===== src/rtl/icache_fill.sv =====
// icache_fill: I-cache line-fill engine.
//   Accepts one miss request, issues a read command on bmain, collects a
//   LINE_WORDS-beat burst and writes each beat into the cache data array.
//   It then reports completion, with an error qualifier, back to the cache.
//
// Ports
//   i_clk_core, i_reset        core clock, synchronous active-high reset
//   i_req_valid/o_req_ready    miss request handshake
//   i_req_addr                 line address [AW-1:4]
//   i_req_word                 critical-word offset (forwarding build only)
//   o_fill_cvalid/i_bmain_cready, o_fill_cmd, o_fill_addr   bus read command
//   i_bmain_rvalid/o_fill_rready, i_bmain_rlast, i_bmain_rdata  read beats
//   i_bmain_error/o_fill_eack  slave error and its acknowledge
//   o_fill_we, o_fill_windex, o_fill_wdata   cache-array write port
//   o_fill_done, o_fill_err    completion pulse and line-invalid qualifier
//   o_fwd_valid, o_fwd_data    critical-word forward
//
// Build option
//   ICACHE_FILL_FWD_EN : forward the requested word as soon as it is written.
//                        When undefined, fwd outputs are tied to 0.
module icache_fill #(
  parameter int LINE_WORDS = 4,
  parameter int AW         = 32,
  localparam int IW        = $clog2(LINE_WORDS)
) (
  input  logic            i_clk_core,
  input  logic            i_reset,
  input  logic            i_req_valid,
  output logic            o_req_ready,
  input  logic [AW-5:0]   i_req_addr,
  input  logic [IW-1:0]   i_req_word,
  output logic            o_fill_cvalid,
  input  logic            i_bmain_cready,
  output logic            o_fill_cmd,
  output logic [AW-3:0]   o_fill_addr,
  input  logic            i_bmain_rvalid,
  output logic            o_fill_rready,
  input  logic            i_bmain_rlast,
  input  logic [31:0]     i_bmain_rdata,
  input  logic            i_bmain_error,
  output logic            o_fill_eack,
  output logic            o_fill_we,
  output logic [IW-1:0]   o_fill_windex,
  output logic [31:0]     o_fill_wdata,
  output logic            o_fill_done,
  output logic            o_fill_err,
  output logic            o_fwd_valid,
  output logic [31:0]     o_fwd_data
);

  typedef enum logic [2:0] {S_IDLE, S_CMD, S_DATA, S_ERR, S_DONE} state_t;

  localparam logic [IW-1:0] LAST = IW'(LINE_WORDS - 1);

  state_t          r_state;
  logic            r_req_ready, r_cvalid, r_rready, r_eack;
  logic            r_we, r_done, r_ferr, r_err;
  logic [AW-5:0]   r_line;
  logic [IW-1:0]   r_cnt, r_windex;
  logic [31:0]     r_wdata;

  logic w_beat, w_proto_err;
  assign w_beat      = i_bmain_rvalid & r_rready;
  // rlast must coincide exactly with the final beat index; an early rlast or
  // a final-index beat without rlast both mark the line bad.
  assign w_proto_err = i_bmain_rlast ^ (r_cnt == LAST);

`ifdef ICACHE_FILL_FWD_EN
  logic [IW-1:0] r_word;
  logic          r_fwd_valid;
  logic [31:0]   r_fwd_data;
`else
  logic w_unused;
  assign w_unused = ^i_req_word;
`endif

  always_ff @(posedge i_clk_core) begin
    if (i_reset) begin
      r_state     <= S_IDLE;
      r_req_ready <= 1'b1;
      r_cvalid    <= 1'b0;
      r_rready    <= 1'b0;
      r_eack      <= 1'b0;
      r_we        <= 1'b0;
      r_done      <= 1'b0;
      r_ferr      <= 1'b0;
      r_err       <= 1'b0;
      r_line      <= '0;
      r_cnt       <= '0;
      r_windex    <= '0;
      r_wdata     <= '0;
`ifdef ICACHE_FILL_FWD_EN
      r_word      <= '0;
      r_fwd_valid <= 1'b0;
      r_fwd_data  <= '0;
`endif
    end else begin
      // single-cycle strobes
      r_we   <= 1'b0;
      r_done <= 1'b0;
      r_ferr <= 1'b0;
      r_eack <= 1'b0;
`ifdef ICACHE_FILL_FWD_EN
      r_fwd_valid <= 1'b0;
`endif
      case (r_state)
        S_IDLE: begin
          r_req_ready <= 1'b1;
          if (i_req_valid && r_req_ready) begin
            r_line      <= i_req_addr;
`ifdef ICACHE_FILL_FWD_EN
            r_word      <= i_req_word;
`endif
            r_req_ready <= 1'b0;
            r_cvalid    <= 1'b1;
            r_state     <= S_CMD;
          end
        end
        S_CMD: begin
          if (i_bmain_error) begin
            r_cvalid <= 1'b0;
            r_rready <= 1'b1;
            r_eack   <= 1'b1;
            r_err    <= 1'b1;
            r_state  <= S_ERR;
          end else if (i_bmain_cready) begin
            r_cvalid <= 1'b0;
            r_cnt    <= '0;
            r_rready <= 1'b1;
            r_state  <= S_DATA;
          end
        end
        S_DATA: begin
          // error beats the same-cycle data beat; that beat is dropped
          if (i_bmain_error) begin
            r_eack  <= 1'b1;
            r_err   <= 1'b1;
            r_state <= S_ERR;
          end else if (w_beat) begin
            r_we     <= 1'b1;
            r_windex <= r_cnt;
            r_wdata  <= i_bmain_rdata;
            r_cnt    <= r_cnt + 1'b1;
            if (w_proto_err) r_err <= 1'b1;
`ifdef ICACHE_FILL_FWD_EN
            if (r_cnt == r_word && !r_err) begin
              r_fwd_valid <= 1'b1;
              r_fwd_data  <= i_bmain_rdata;
            end
`endif
            if (i_bmain_rlast) begin
              r_rready <= 1'b0;
              r_state  <= S_DONE;
            end
          end
        end
        S_ERR: begin
          // rready stays high here so stray beats are drained, not written
          r_rready <= 1'b0;
          r_err    <= 1'b1;
          r_state  <= S_DONE;
        end
        S_DONE: begin
          r_done  <= 1'b1;
          r_ferr  <= r_err;
          r_err   <= 1'b0;
          r_state <= S_IDLE;
        end
        default: r_state <= S_IDLE;
      endcase
    end
  end

  assign o_req_ready   = r_req_ready;
  assign o_fill_cvalid = r_cvalid;
  assign o_fill_cmd    = 1'b0;
  assign o_fill_addr   = {r_line, {IW{1'b0}}};
  assign o_fill_rready = r_rready;
  assign o_fill_eack   = r_eack;
  assign o_fill_we     = r_we;
  assign o_fill_windex = r_windex;
  assign o_fill_wdata  = r_wdata;
  assign o_fill_done   = r_done;
  assign o_fill_err    = r_ferr;
`ifdef ICACHE_FILL_FWD_EN
  assign o_fwd_valid   = r_fwd_valid;
  assign o_fwd_data    = r_fwd_data;
`else
  assign o_fwd_valid   = 1'b0;
  assign o_fwd_data    = '0;
`endif

endmodule


===== config.mk =====
export PLATFORM = sky130hd
export DESIGN_NAME = icache_fill
export DESIGN_NICKNAME = d
export VERILOG_FILES = /design/src/rtl/icache_fill.sv
export SDC_FILE = /design/constraint.sdc
export NUM_CORES = 1
export LEC_CHECK = 0
export CAP_MARGIN = 15
export CORE_AREA = 2 2 89 91
export CTS_CLUSTER_DIAMETER = 120
export DETAILED_ROUTE_END_ITERATION = 8
export DIE_AREA = 0 0 91 93
export DONT_BUFFER_PORTS = 1
export PLACE_DENSITY = 0.64
export SLEW_MARGIN = 20
export SYNTH_ARGS = -nofsm -noshare
export SYNTH_HDL_FRONTEND = slang
export SYNTH_SLANG_ARGS = --single-unit
export TNS_END_PERCENT = 30

===== constraint.sdc =====
create_clock -name i_clk_core -period 1.7 [get_ports i_clk_core]
set_input_delay 0.255 -clock i_clk_core [delete_from_list [all_inputs] [get_ports i_clk_core]]
set_output_delay 0.255 -clock i_clk_core [all_outputs]
set_load 0.005 [all_outputs]

Yosys cells after proc, flatten, opt, wreduce, memory -nomap -nowiden
Cells that the tools add are included.
{"block": "classes", "addsub": 1, "n_eq_ne": 16, "muxes": 31, "n_bitwise": 6, "reduce_logical": 17}
{"operator": "3-bit two-way mux", "count": 6}
{"operator": "1-bit two-way mux", "count": 16}
{"operator": "2-bit != test (second input constant)", "count": 7}
{"operator": "3-bit != test (second input constant)", "count": 4}
{"operator": "3-bit case mux with 4 select lines", "count": 1}
{"operator": "5-bit AND reduction", "count": 2}
{"operator": "2-bit two-way mux", "count": 4}
{"operator": "4-bit AND reduction", "count": 2}
{"operator": "3-bit by 2-bit equality test with 1-bit output (second input constant)", "count": 2}
{"operator": "3-bit AND reduction", "count": 2}
{"operator": "2-bit OR reduction", "count": 3}
{"operator": "1-bit NOT", "count": 4}
{"operator": "1-bit case mux with 4 select lines", "count": 1}
{"operator": "2-bit case mux with 2 select lines", "count": 1}
{"operator": "2-bit nonzero test", "count": 2}
{"operator": "4-bit nonzero test", "count": 1}
{"operator": "3-bit by 1-bit equality test with 1-bit output (second input constant)", "count": 1}
{"operator": "3-bit equality test (second input constant)", "count": 1}
{"operator": "3-bit zero test", "count": 1}
{"operator": "1-bit case mux with 3 select lines", "count": 1}
{"operator": "3-bit nonzero test", "count": 1}
{"operator": "3-bit OR reduction", "count": 1}
{"operator": "2-bit by 1-bit adder with 2-bit output (second input constant)", "count": 1}
{"operator": "2-bit equality test (second input constant)", "count": 1}
{"operator": "5 further kinds", "count": 5}
{"block": "word_totals", "ff_bits": 75, "inputBits": 69, "out_inout_bits": 105, "word_cells": 84}

Logic depth before layout (Yosys ltp)
Gate-level depths: netlist of run 1.
{"block": "logic_depth", "depth_word": 6, "mapped_depth": 6}

Worst setup path before layout of run 1
OpenSTA, ideal clock, no wires.
{"block": "synth_path", "path_type": "reg-to-reg", "start": "register r_state[0]", "end": "register r_windex[0] (netlist: o_fill_windex[0])", "setup_ns": 0.131, "t_arrival_ns": 1.369, "t_required_ns": 1.569, "path_slack_ns": 0.200, "stages_incl_launch_ff": 7, "path_buffers": 3, "period_less_slack_ns": 1.500, "cell_sequence": "dfxtp_1 buf_6 or4b_1 buf_6 buf_6 a211oi_2 nor3_1"}
{"block": "synth_between", "elab_chain_cells": 2}
{"item": "from (decl)", "line_no": "55", "rtl": "state_t r_state;"}
{"item": "from (signal assigned)", "line_no": "79", "rtl": "r_state <= S_IDLE;"}
{"item": "from (signal assigned)", "line_no": "116", "rtl": "r_state <= S_CMD;"}
{"item": "from (signal assigned)", "line_no": "125", "rtl": "r_state <= S_ERR;"}
{"item": "3-bit by 2-bit equality test with 1-bit output", "line_no": "106", "rtl": "case (r_state)"}
{"item": "3-bit AND reduction (no source line)"}
{"item": "to (signal assigned)", "line_no": "141", "rtl": "r_windex <= r_cnt;"}
{"item": "to (decl)", "line_no": "59", "rtl": "logic [IW-1:0] r_cnt, r_windex;"}
Every way passes these cells.
A chain may end at the register's enable or synchronous reset.

Final worst setup path of run 1
{"block": "layout_path", "start": "register r_state[2]", "end": "register r_wdata[12] (netlist: o_fill_wdata[12])"}
{"block": "layout_between", "elab_chain_cells": 2}
{"item": "3-bit by 2-bit equality test with 1-bit output", "line_no": "106"}
{"item": "3-bit AND reduction (no source line)"}
{"item": "to (signal assigned)", "line_no": "142", "rtl": "r_wdata <= i_bmain_rdata;"}
{"item": "to (decl)", "line_no": "60", "rtl": "logic [31:0] r_wdata;"}
Every way passes these cells.

==> results of run 1 <==
-- routing by layer --
metal  wire length (um)  vias to the layer above  global-route usage
met3                802                        4              0.0798
met5                  0                        -                   0
met4                 35                        0              0.0492
met1               3170                     1253               0.195
met2               3690                      123               0.302
li1                   -                     1279                   -
-- critical path, stage by stage (launching register included) --
cell and delay (ps):
dfxtp_1 330, or4b_1 570, buf_12 200, o21ai_0 180, a21oi_1 90
-- logic make-up (layout without fill, tap and decap cells) --
group | after synthesis | count (layout) | synth area share
simple gates | 94 | 94 | 0.155
fa+ha+maj | 1 | 1 | 0.00378
compound gates | 142 | 142 | 0.231
other cells | 1 | 36 | 0.00113
xor+xnor | 1 | 1 | 0.00265
mux | 1 | 1 | 0.00303
buf+inv | 78 | 31 | 0.149
flops | 75 | 75 | 0.454
-- area by class of cell --
cell class,instances,area [um2],area share
Clock buffer,12,165,0.0475
Clock inverter,4,47.5,0.0137
Inverter,2,7.51,0.00216
Multi-Input combinational cell,275,1450,0.417
Sequential cell,75,1500,0.432
Tap cell,102,128,0.0367
Timing Repair Buffer,13,180,0.0518
-- power by group --
part / switching, W / total [W] / internal, W / leakage [nW]
Sequential: 0.0000699 / 0.00192 / 0.00185 / 0.609
Combinational: 0.000374 / 0.000568 / 0.000194 / 0.501
Clock: 0.000643 / 0.00144 / 0.000794 / 0.108
-- state kept, by name, summed over array words and instances (netlist names) --
register	count
o_fill_cvalid	1
o_fill_done	1
o_fill_eack	1
o_fill_err	1
o_fill_rready	1
o_fill_wdata	32
o_fill_we	1
o_fill_windex	2
o_req_ready	1
r_cnt	2
r_err	1
r_line	28
r_state	3
-- synth_stat cells, types with 3 or more instances --
master	instances	share of area
o21ai_2	3	0.0079
buf_2	5	0.0076
clkbuf_1	27	0.031
o21ai_0	38	0.057
nand3_1	61	0.092
a21oi_1	65	0.098
and2_1	3	0.0057
buf_6	8	0.027
o21ai_1	25	0.038
buf_4	36	0.082
nor3_1	5	0.0076
dfxtp_1	75	0.45
nor2_1	5	0.0057
nand2_1	5	0.0057
-- worst max path at each step --
stage / startpoint / to / slack (ps) / cells after the start
after floorplan: r_state[0]$_SDFFE_PP0P_ / o_fill_windex[0]$_SDFFE_PP0P_ / 200 / 6
after global placement: r_state[2]$_SDFFE_PP0P_ / o_fill_wdata[12]$_SDFFE_PP0P_ / 270 / 4
after detailed placement: r_state[2]$_SDFFE_PP0P_ / o_fill_wdata[12]$_SDFFE_PP0P_ / 220 / 4
after CTS: r_state[2]$_SDFFE_PP0P_ / o_fill_wdata[12]$_SDFFE_PP0P_ / 190 / 4
after global routing: r_state[2]$_SDFFE_PP0P_ / o_fill_wdata[12]$_SDFFE_PP0P_ / 70 / 4
final: r_state[2]$_SDFFE_PP0P_ / o_fill_wdata[12]$_SDFFE_PP0P_ / 190 / 4
-- metrics by stage --
step                utilization  std cells  hold slack, ps  power [W]
finish                    0.462        483            19.1    0.00393
global route              0.462        483            14.0    0.00413
CTS                       0.462        483            3.05    0.00397
detailed placement        0.430        466             335    0.00250
global placement          0.430        466             334    0.00249
floorplan                     -        428             402    0.00245
-- repair_timing --
item | CTS | global route
hold buffers | 1 | 0
setup buffers | 0 | 0
hold endpoints to repair | 66 | 0
==> out/results.ini, run 1 <==
[clock_network]
htreeDepth=3
clock-root-buffer=clkbuf_8
clk_pin_slew_ps=80
clock_latency_ps=340
cts_tree=done
numClockSinks=75
cts_buffers=9
clockBufferDepth=2
cts_resized=0

[finish]
layout-drive-gt1-share=0.0997
area_growth_pct=5.14
fin_nets=446
antenna_cells=0
mostFrequentLayoutCells=75 x dfxtp_1, 65 x a21oi_1, 61 x nand3_1
fillers=763
final_common_cell=dfxtp_1
final_area_um2=3480

[worst_setup_path]
reg2reg_slack_ps=190
timing.rr.start=r_state[2]$_SDFFE_PP0P_
r2r_end=o_fill_wdata[12]$_SDFFE_PP0P_
cp-start-kind=flop
cp.arrival_ps=1730
r2r_cells=4
critPathKind=flop to flop
end_kind=flop
crit_required_ps=1920
cp_max_fo=35

[placement]
dp_hpwl_um=4820
dp_slack_ps=223
io_buffers=0
gp_congestion=0.670
placedInstanceArea_um2=3240

[global_routing]
first_global_vias=2536
grt_max_degree=67
grt_antenna_before_repair=0
overflow=0
track_usage=0.175
grt_pass1_wl_um=12000

[die]
die_h_um=93
start_util=0.439
coreArea_um2=7530
dieArea_um2=8460
io_pins=174
rows=32
die_x_um=91

[logic_synthesis]
synth_edf_count=0
synth_area_um2=3310
netlist_instances=393
ys_ff_latch=75
yosysSeqAreaShare=0.454
yosysWarningCount=0
synthFlopType=dfxtp_1
async_flop_share=0
synth_area_per_cell_um2=8.42
synthDistinctLibCells=39

[drt]
vias=2659
firstDrtPassIters=4
drt_iter0_drc=88
vias_per_cell=5.51
routed_wl_um=7690
ant_nets=0
drc_errors=0
wl_per_cell_um=15.9

[sta]
fin_tns_setup_ps=0
final-max-slew-violation-count=0
hold_violations=0
period_share=0.888
rsz0062_at_grt=no
finClkSkew_ps=7.96
worst_slack_ps=190
fmax_mhz=662
fin_crit_ps=1510
setup_viol=0

[hold_path]
min_path_cells=2
min_from=i_bmain_error
holdCritPathClass=input pin to flop
hold_path_end=o_fill_eack$_SDFF_PP0_

[power]
p_leak_nw=1.22
ir_drop_mv=0.490
p_per_area_nw_per_um2=1130

[run]
maxCapViolations=0

[status]
outcome=finished clean

No activity file was read; power rests on OpenSTA's default activity.
==> run 2: changes to the inputs <==
- CTS_CLUSTER_DIAMETER: 120 -> 40
- HOLD_SLACK_MARGIN: default -> 0.15
==> run 2 against run 1 <==
  * Flip-flop and latch count did not move
  * Hold slack improved by 170 ps
  * Setup slack improved by 2.0 ps
  * Critical path depth did not move
  * Power rose by 3.3%
  * Critical endpoint unchanged
==> out/results.ini, run 2 (synthesized netlist as in run 1, its figures left out) <==
[worst_setup_path]
end_kind=flop
cp-start-kind=flop
cp_max_fo=35  ; unchanged
worst-path-buf-inv=1  ; unchanged
reg2reg_slack_ps=190  ; about the same
crit_required_ps=1920  ; about the same
cp_cell_sequence=or4b_1 > buf_12 > o21ai_0 > a21oi_1
slowest_stage=or4b_1
cp.arrival_ps=1730  ; about the same
critPathKind=flop to flop
critical-path-top-delay-family=simple AND/OR/NAND/NOR gates
critPathMaxStageDelay_ps=570  ; about the same

[finish]
fillers=682  ; -11%
seq_area_um2=1500  ; unchanged
layout-drive-gt1-share=0.0860  ; -0.0138
fin_util=0.543  ; +0.0811
antenna_cells=0  ; unchanged
fin_nets=507  ; +14%
mostFrequentLayoutCells=75 x dfxtp_1, 65 x a21oi_1, 61 x nand3_1, 61 x dlygate4sd3_1, 38 x o21ai_0
largest_register_ffs=32  ; unchanged
final_common_cell=dfxtp_1
multiInputGateArea_um2=1450  ; unchanged
area_growth_pct=23.6
final_area_um2=4090  ; +18%

[clock_network]
clock-root-buffer=clkbuf_8
htreeDepth=3  ; unchanged
clk_pin_slew_ps=80  ; about the same
cts_buffers=9  ; unchanged
cts_tree=done
clock_latency_ps=340  ; about the same
post-cts-setup-buffers=0  ; unchanged
clockBufferDepth=2  ; unchanged
numClockSinks=75  ; unchanged

[die]
start_util=0.439  ; unchanged
rows=32  ; unchanged
die_x_um=91  ; unchanged
dieArea_um2=8460  ; unchanged
coreArea_um2=7530  ; unchanged
io_pins=174  ; unchanged
die_h_um=93  ; unchanged

[drt]
drt_iter0_drc=140  ; +59%
drc_errors=0  ; unchanged
wl_per_cell_um=15.7  ; -1.3%
vias_per_cell=5.36  ; -2.7%
firstDrtPassIters=4  ; unchanged
routed_wl_um=8550  ; +11%
vias=2915  ; +9.6%
ant_nets=0  ; unchanged

[sta]
hold_violations=0  ; unchanged
worst_slack_ps=192  ; +1.99 ps
holdWs_ps=185  ; +166 ps
fmax_mhz=663  ; +0.13%
fin_crit_ps=1510  ; -1.99 ps
rsz0062_at_grt=no
fin_tns_setup_ps=0  ; unchanged
setup_viol=0  ; unchanged
finClkSkew_ps=7.05  ; -0.908 ps
period_share=0.887  ; -0.00117
final-max-slew-violation-count=0  ; unchanged

[global_routing]
grt_antenna_before_repair=0  ; unchanged
track_usage=0.196  ; +0.0208
overflow=0  ; unchanged
grt_max_degree=70  ; +4.5%
grt_pass1_wl_um=13600  ; +13%
first_global_vias=2827  ; +11%

[power]
ir_drop_mv=0.508  ; +3.6%
p_leak_nw=1.47  ; +21%
p_per_area_nw_per_um2=991  ; -12%

[status]
outcome=finished clean

[placement]
io_buffers=0  ; unchanged
dp_slack_ps=223  ; unchanged
gp_congestion=0.670  ; unchanged
dp_hpwl_um=4820  ; unchanged
placedInstanceArea_um2=3240  ; unchanged

[hold_path]
holdCritPathClass=input pin to flop

[run]
maxCapViolations=0  ; unchanged

-- run 2: cell count changes in the layout (fill, tap and decap cells not counted) --
| cell | change |
|---|---|
| dlygate4sd3_1 | +61 |
-- run 2: stage by stage --
stage / cells / power (W)
2_1_floorplan: 428 / 0.00245
3_3_place_gp: 466 / 0.00249
3_5_place_dp: 466 / 0.00250
4_1_cts: 544 / 0.00409
5_1_grt: 544 / 0.00426
6_report: 544 / 0.00405
-- run 2: area by class of cell --
type | instances | area share
flip-flops and latches | 75 | 0.367
multi-input cells | 275 | 0.354
repair buffers | 74 | 0.193
clock buffers | 12 | 0.0404
well taps | 102 | 0.0312
clock inverters | 4 | 0.0116
inverters | 2 | 0.00184
-- run 2: repair_timing --
action	CTS	global route
setup endpoints to repair	0	0
endpoints found under the hold margin	74	0
resized for setup	0	0
hold buffers	62	0
-- run 2: final timing paths --
path,startpoint,to,cells after the start
max,r_state[2]$_SDFFE_PP0P_,o_fill_wdata[12]$_SDFFE_PP0P_,4
min,i_bmain_error,r_err$_SDFFE_PP0P_,3
max reg2reg,r_state[2]$_SDFFE_PP0P_,o_fill_wdata[12]$_SDFFE_PP0P_,4
min reg2reg,r_cnt[1]$_SDFFE_PP0P_,r_cnt[1]$_SDFFE_PP0P_,2
-- run 2: per-layer routing --
metal	wire, um	GRT usage	vias up
met4	28	0.0530	0
met5	0	0	-
met2	4210	0.338	131
met3	764	0.0766	4
met1	3560	0.226	1378
li1	-	-	1402
-- run 2: worst register-to-register path, delay by kind of cell, from the launching register on --
family	cells	cell delay (ps)
buf+inv	1	200
compound gates	2	280
simple gates	1	570
flops	1	330
-- run 2: where the power goes --
part	total [W]	internal [W]	switching (W)
combinational	0.000692	0.000287	0.000405
clock	0.00144	0.000794	0.000646
sequential	0.00192	0.00185	0.0000715
